$ cat src/rtl/stack_ctrl_arb.sv
// Round-robin arbiter and sequencer for a 4-entry bidirectional shift-register stack.
// Grants one op every two cycles, tracks occupancy, returns popped bits and flags misuse.
module stack_ctrl_arb #(
  parameter int unsigned DEPTH = 4,
  parameter int unsigned CNT_W = 3
) (
  input  logic             clk,
  input  logic             rst,
  input  logic             req_a,
  input  logic             op_a,
  input  logic             din_a,
  output logic             gnt_a,
  input  logic             req_b,
  input  logic             op_b,
  input  logic             din_b,
  output logic             gnt_b,
  input  logic             sr_top,
  output logic             sr_enb,
  output logic             sr_dir,
  output logic             sr_in,
  output logic             dout,
  output logic             dout_vld,
  output logic [CNT_W-1:0] count,
  output logic             full,
  output logic             empty,
  output logic             ovf_err,
  output logic             unf_err,
  input  logic             err_clr
);

  typedef enum logic {IDLE = 1'b0, EXEC = 1'b1} state_e;

  state_e           state_q, state_d;
  logic             rr_last_q, rr_last_d;  // 0 = A served last, 1 = B served last
  logic             gnt_a_q, gnt_a_d, gnt_b_q, gnt_b_d;
  logic             sr_enb_q, sr_enb_d, sr_dir_q, sr_dir_d, sr_in_q, sr_in_d;
  logic             dout_q, dout_d, dout_vld_q, dout_vld_d;
  logic [CNT_W-1:0] count_q, count_d;
  logic             ovf_q, ovf_d, unf_q, unf_d;
  logic             full_c, empty_c, win_b_c, w_op_c, w_din_c;

  assign full_c  = (count_q == CNT_W'(DEPTH));
  assign empty_c = (count_q == '0);

  // B wins when alone, or on a tie when A was served last.
  assign win_b_c = req_b & (~req_a | ~rr_last_q);
  assign w_op_c  = win_b_c ? op_b  : op_a;
  assign w_din_c = win_b_c ? din_b : din_a;

  always_ff @(posedge clk) begin
    if (rst) begin
      state_q    <= IDLE;
      rr_last_q  <= 1'b1;
      gnt_a_q    <= 1'b0;
      gnt_b_q    <= 1'b0;
      sr_enb_q   <= 1'b0;
      sr_dir_q   <= 1'b0;
      sr_in_q    <= 1'b0;
      dout_q     <= 1'b0;
      dout_vld_q <= 1'b0;
      count_q    <= '0;
      ovf_q      <= 1'b0;
      unf_q      <= 1'b0;
    end else begin
      state_q    <= state_d;
      rr_last_q  <= rr_last_d;
      gnt_a_q    <= gnt_a_d;
      gnt_b_q    <= gnt_b_d;
      sr_enb_q   <= sr_enb_d;
      sr_dir_q   <= sr_dir_d;
      sr_in_q    <= sr_in_d;
      dout_q     <= dout_d;
      dout_vld_q <= dout_vld_d;
      count_q    <= count_d;
      ovf_q      <= ovf_d;
      unf_q      <= unf_d;
    end
  end

  always_comb begin
    state_d    = state_q;
    rr_last_d  = rr_last_q;
    gnt_a_d    = 1'b0;
    gnt_b_d    = 1'b0;
    sr_enb_d   = 1'b0;
    sr_dir_d   = sr_dir_q;
    sr_in_d    = sr_in_q;
    dout_d     = dout_q;
    dout_vld_d = 1'b0;
    count_d    = count_q;
    // A new error in the same cycle as err_clr overrides the clear below.
    ovf_d      = ovf_q & ~err_clr;
    unf_d      = unf_q & ~err_clr;
    unique case (state_q)
      IDLE: begin
        if (req_a || req_b) begin
          state_d   = EXEC;
          rr_last_d = win_b_c;
          gnt_a_d   = ~win_b_c;
          gnt_b_d   = win_b_c;
          if (w_op_c) begin
            if (!full_c) begin
              sr_enb_d = 1'b1;
              sr_dir_d = 1'b1;
              sr_in_d  = w_din_c;
              count_d  = count_q + CNT_W'(1);
            end else begin
              ovf_d = 1'b1;
            end
          end else begin
            if (!empty_c) begin
              sr_enb_d = 1'b1;
              sr_dir_d = 1'b0;
              sr_in_d  = w_din_c;
              count_d  = count_q - CNT_W'(1);
            end else begin
              unf_d = 1'b1;
            end
          end
        end
      end
      EXEC: begin
        state_d = IDLE;
        // Capture the pre-shift top on the edge that performs the pop.
        if (sr_enb_q && !sr_dir_q) begin
          dout_d     = sr_top;
          dout_vld_d = 1'b1;
        end
      end
      default: state_d = IDLE;
    endcase
  end

  assign gnt_a    = gnt_a_q;
  assign gnt_b    = gnt_b_q;
  assign sr_enb   = sr_enb_q;
  assign sr_dir   = sr_dir_q;
  assign sr_in    = sr_in_q;
  assign dout     = dout_q;
  assign dout_vld = dout_vld_q;
  assign count    = count_q;
  assign full     = full_c;
  assign empty    = empty_c;
  assign ovf_err  = ovf_q;
  assign unf_err  = unf_q;

endmodule

$ cat config.mk
export PLATFORM = sky130hd
export DESIGN_NAME = stack_ctrl_arb
export DESIGN_NICKNAME = d
export VERILOG_FILES = /design/src/rtl/stack_ctrl_arb.sv
export SDC_FILE = /design/constraint.sdc
export NUM_CORES = 1
export LEC_CHECK = 0
export BUFFER_PORTS_ARGS = -buffer_cell sky130_fd_sc_hd__buf_4
export CAP_MARGIN = 5
export CORE_AREA = 2 2 39 41
export CTS_BUF_LIST = sky130_fd_sc_hd__clkbuf_16
export DETAILED_ROUTE_END_ITERATION = 10
export DIE_AREA = 0 0 41 43
export MAX_ROUTING_LAYER = met4
export PLACE_DENSITY = 0.8
export REMOVE_ABC_BUFFERS = 1
export SYNTH_ARGS = -nofsm -noshare
export SYNTH_HDL_FRONTEND = slang
export SYNTH_SLANG_ARGS = --single-unit
$ cat constraint.sdc
create_clock -name clk -period 2.5 [get_ports clk]
set_input_delay 0.25 -clock clk [delete_from_list [all_inputs] [get_ports clk]]
set_output_delay 0.25 -clock clk [all_outputs]
set_load 0.02 [all_outputs]
# Word-level counts from Yosys, hierarchy flattened
# Index checks and enable logic that the tools add are counted.
# op_classes
reduce_logical,9
bitwise,10
add_sub_neg,2
muxes,25
n_eq_ne,3
# op_table
op,n
$mux W1,21
$mux W3,3
$not A1 Y1,6
$reduce_and A2 Y1,2
$reduce_and A4 Y1,1
$add A3 B1 Y3 const B,1
$and A1 B1 Y1,3
$eq A3 B3 Y1 const B,1
$logic_not A3 Y1,1
$reduce_or A3 Y1,1
$sub A3 B1 Y3 const B,1
$ne A2 B1 Y1 const B,1
$ne A2 B2 Y1 const B,1
$pmux W1 S2,1
$reduce_or A2 Y1,1
$logic_and A1 B1 Y1,1
$logic_not A1 Y1,1
$logic_or A1 B1 Y1,1
$or A1 B1 Y1,1
# word_totals
regBits,14
in_bits,10
wordCells,61
out_inout_bits,14

# Depth between registers and ports, before layout
# depth
word_depth,7
depth_mapped,8
depth_no_buf,8

# Worst setup path after synthesis
# Ideal clock, no wire load.
# synth_path
path_type,flip-flop to flip-flop
from,"register count_q[0], in the netlist count[0]"
to,"register count_q[1], in the netlist count[1]"
path_stages_with_launch,6
t_arrival_ns,1.670
setup_slack_ns,0.702
n_path_buf,0
cell_sequence,dfxtp_1 -> nor3_1 -> o221ai_1 -> nand3_2 -> mux2i_1 -> nor2_1
# synth_via
elab_chain_cells,3
elab_cells_between_ends,10
cone_classes,add/sub: 2; eq/ne: 3; mux: 3; reduce/logical: 2
# synth_rtl
element,line_no,text
start: declaration,38,"logic [CNT_W-1:0] count_q, count_d;"
start signal: assignment,74,count_q <= count_d;
$logic_not A3 Y1,43,assign empty_c = (count_q == '0);
named net empty,25,"output logic empty,"
$ne A2 B1 Y1 (no source line),-,
$reduce_and A4 Y1 (no source line),-,
# The timed path passes the listed nets, and every way through them passes these cells. The select of a mux whose other input is x is not followed.
# A chain may end at the register's enable or synchronous reset.

# Worst setup path after layout
# layout_path
from,register rr_last_q
to,"register count_q[2], in the netlist count[2]"
# layout_via
elab_chain_cells,6
elab_cells_between_ends,8
cone_classes,eq/ne: 2; mux: 2; bitwise: 3; reduce/logical: 1
# layout_rtl
element,line_no,text
start: declaration,34,"logic rr_last_q, rr_last_d;"
start signal: assignment,66,rr_last_q <= rr_last_d;
$not A1 Y1 (*),46,assign win_b_c = req_b & (~req_a | ~rr_last_q);
$or A1 B1 Y1 (*),46,
$and A1 B1 Y1 (*),46,
$mux W1 (*),47,assign w_op_c = win_b_c ? op_b : op_a;
$ne A2 B1 Y1 (no source line) or $ne A2 B2 Y1 (tied branches),-,
$reduce_and A4 Y1 (no source line),-,
# Mark *: on every way between the ends. The rest lies on a longest branch, timed or not.

==> impl_metrics.toml <==
[yosys]
synth.distinct_cells = 27
syn_area_per_cell_um2 = 9.41
synth_warnings = 0
yosys.area.top_type = "dfxtp_1"
synth_cells = 65
synth_seq_area_share_pct = 45.8
ys_ff_latch = 14
syn_area_um2 = 612
yosysTopAreaCellShare_pct = 45.8
netlist_top_cells_area = "dfxtp_1 (46%), mux2i_1 (8.2%), nor2_1 (6.7%)"

[timing]
hold_violations = 0
maxSlewViolCount = 0
rsz0062_at_grt = "false"
finalSetupTns_ps = 0
tightest_slew_ps = 627
finalWorstSetupSlack_ps = 591
clock-skew-final_ps = 0.852
finalSetupViolCount = 0
hold_slack_ps = 251
fmax_mhz = 524
post-route-period-util_pct = 76.4
period_minus_slack_ps = 1910
max_slew_margin_pct = 58.1

[clocking]
htreeDepth = 1
cts_resized = 0
root_buffer = "clkbuf_16"
clkLatencyLatePin_ps = 240
clock_sinks = 14
clk_pin_slew_ps = 50
post_cts_buffers = 0
tritoncts = "yes"
cts_buffers = 3
clk_path_buf_depth = 2
hold_buffers = 0

[floorplan]
die_x_um = 41
core_area_mm2 = 0.00138
die_area_mm2 = 0.00176
dieHeight_um = 43
start_util_pct = 44.2
placementRows = 14
ios = 24

[critical_path]
crit_slowest_cell = "a21boi_1"
critPathLaunch = "rr_last_q"
cp-end-kind = "register"
path_cells = "a21boi_1 > o22ai_1 > xnor2_1 > ha_1 > nor2_1 > mux2i_1 > or3_1 > a21oi_1"
crit_arrival_ps = 2080
reg2regPathDepth = 8
cp_data_required_time_ps = 2680
worst_path_largest_cell_delay_ps = 340
cp-start-kind = "register"
r2r_start = "rr_last_q"
crit_type = "reg -> reg"
worstPathMaxFanout = 5

[global_routing]
grt_usage_pct = 18.8
grt_pass1_wl_um = 2130
grt_pass1_vias = 484
antenna_found_initial = 0
grt_max_degree = 15
grt_remaining_overflow = 0

[worst_hold_path]
whs_path_depth = 3
hp-class = "in -> reg"
worstHoldStart = "sr_top"

[power]
powerDensity_mw_per_mm2 = 919
leakage_nw = 0.414
ir_drop_v = 0.000599

[final_layout]
layout_commonest_cell = "buf_4"
final_cell_mix = "buf_4 (23), dfxtp_1 (14), nor2_1 (11)"
final_core_util_pct = 63.6
largest_register_ffs = 3
syn_to_final_growth_pct = 43.8
nets = 103
fin_cells = 107
diodes = 0
drive_gt1_share_pct = 36.3

[place]
place_congestion = 0.742
dp_hpwl_um = 976
port-buffer-count = 23
post-place-cells = 103
pre_cts_slack_ps = 520

[drt]
viasPerCell = 5.36
dr_total_vias = 573
routed_wl_um = 1380
dr.pass1.iters = 4
antenna_left = 0
drt_iter0_drc = 13
wl_per_cell_um = 12.9
drc = 0

[flow_run]
maxCapViolations = 0

[run_status]
status = "finished clean"
-- worst max-delay path, delay by kind of cell (launching register included) --
kind,cells,cell delay [ps]
AOI/OAI and AO/OA,3,680
and+or+nand+nor,2,380
DFF,1,320
adders and majority gates,1,200
xor gates and xnor gates,1,170
muxes,1,80
-- layout make-up --
class	instances	area (um^2)
fill	122	504
multi-input combinational	47	317
sequential	14	280
timing repair buffer	23	173
clock buffer	3	75.1
tap	16	20.0
inverter	3	11.3
clock inverter	1	3.75
-- report_power, final --
group          internal [W]  total (W)  switching (W)  leakage (nW)
sequential         0.000251   0.000279      0.0000288         0.115
combinational      0.000106   0.000229       0.000123         0.261
clock              0.000211   0.000300      0.0000886        0.0385
total              0.000568   0.000808       0.000241         0.414
-- cells in the mapped netlist --
cell	instances
a31oi_2	1
a2bb2oi_2	1
nor3_1	4
a211o_2	1
mux2i_1	5
nor2_1	11
and2_2	1
xnor2_1	1
nor3b_2	1
a21boi_1	1
o21ai_0	2
o22ai_1	1
nor2b_1	1
nand3b_1	1
o21bai_1	1
clkbuf_1	1
nand3_2	1
or3_1	1
dfxtp_1	14
inv_1	3
o221ai_1	1
a21oi_1	1
a32oi_1	2
nand2_1	5
nand3_1	1
ha_1	1
a21bo_2	1
-- worst paths after layout --
check	end	slack (ps)
setup / recovery	count[2]	590
hold / removal	dout	250
setup reg to reg	count[2]	590
hold reg to reg	unf_err	500
-- routing by layer --
| layer | track usage [%] | wire length [um] | up-vias |
|---|---|---|---|
| met2 | 25.3 | 640 | 21 |
| li1 | - | - | 282 |
| met5 | - | 0 | - |
| met1 | 24.3 | 639 | 268 |
| met4 | 12.0 | 22 | 0 |
| met3 | 4.71 | 79 | 2 |
-- kinds of logic (layout without fill, tap and decap cells) --
logic type	after synthesis	after routing	synth area share [%]
DFF	14	14	45.8
adders and majority gates	1	1	2.04
and+or+nand+nor	27	27	22.1
buffers and inverters	4	30	2.45
muxes	5	5	8.18
AOI/OAI and AO/OA	13	13	18.0
xor gates and xnor gates	1	1	1.43
-- stage by stage --
step                power, W  instance area [um^2]
floorplan           0.000422                   608
global placement    0.000507                   801
detailed placement  0.000512                   801
CTS                 0.000813                   880
global route        0.000850                   880
finish              0.000808                   880
Power figures use the tool's default switching activity.
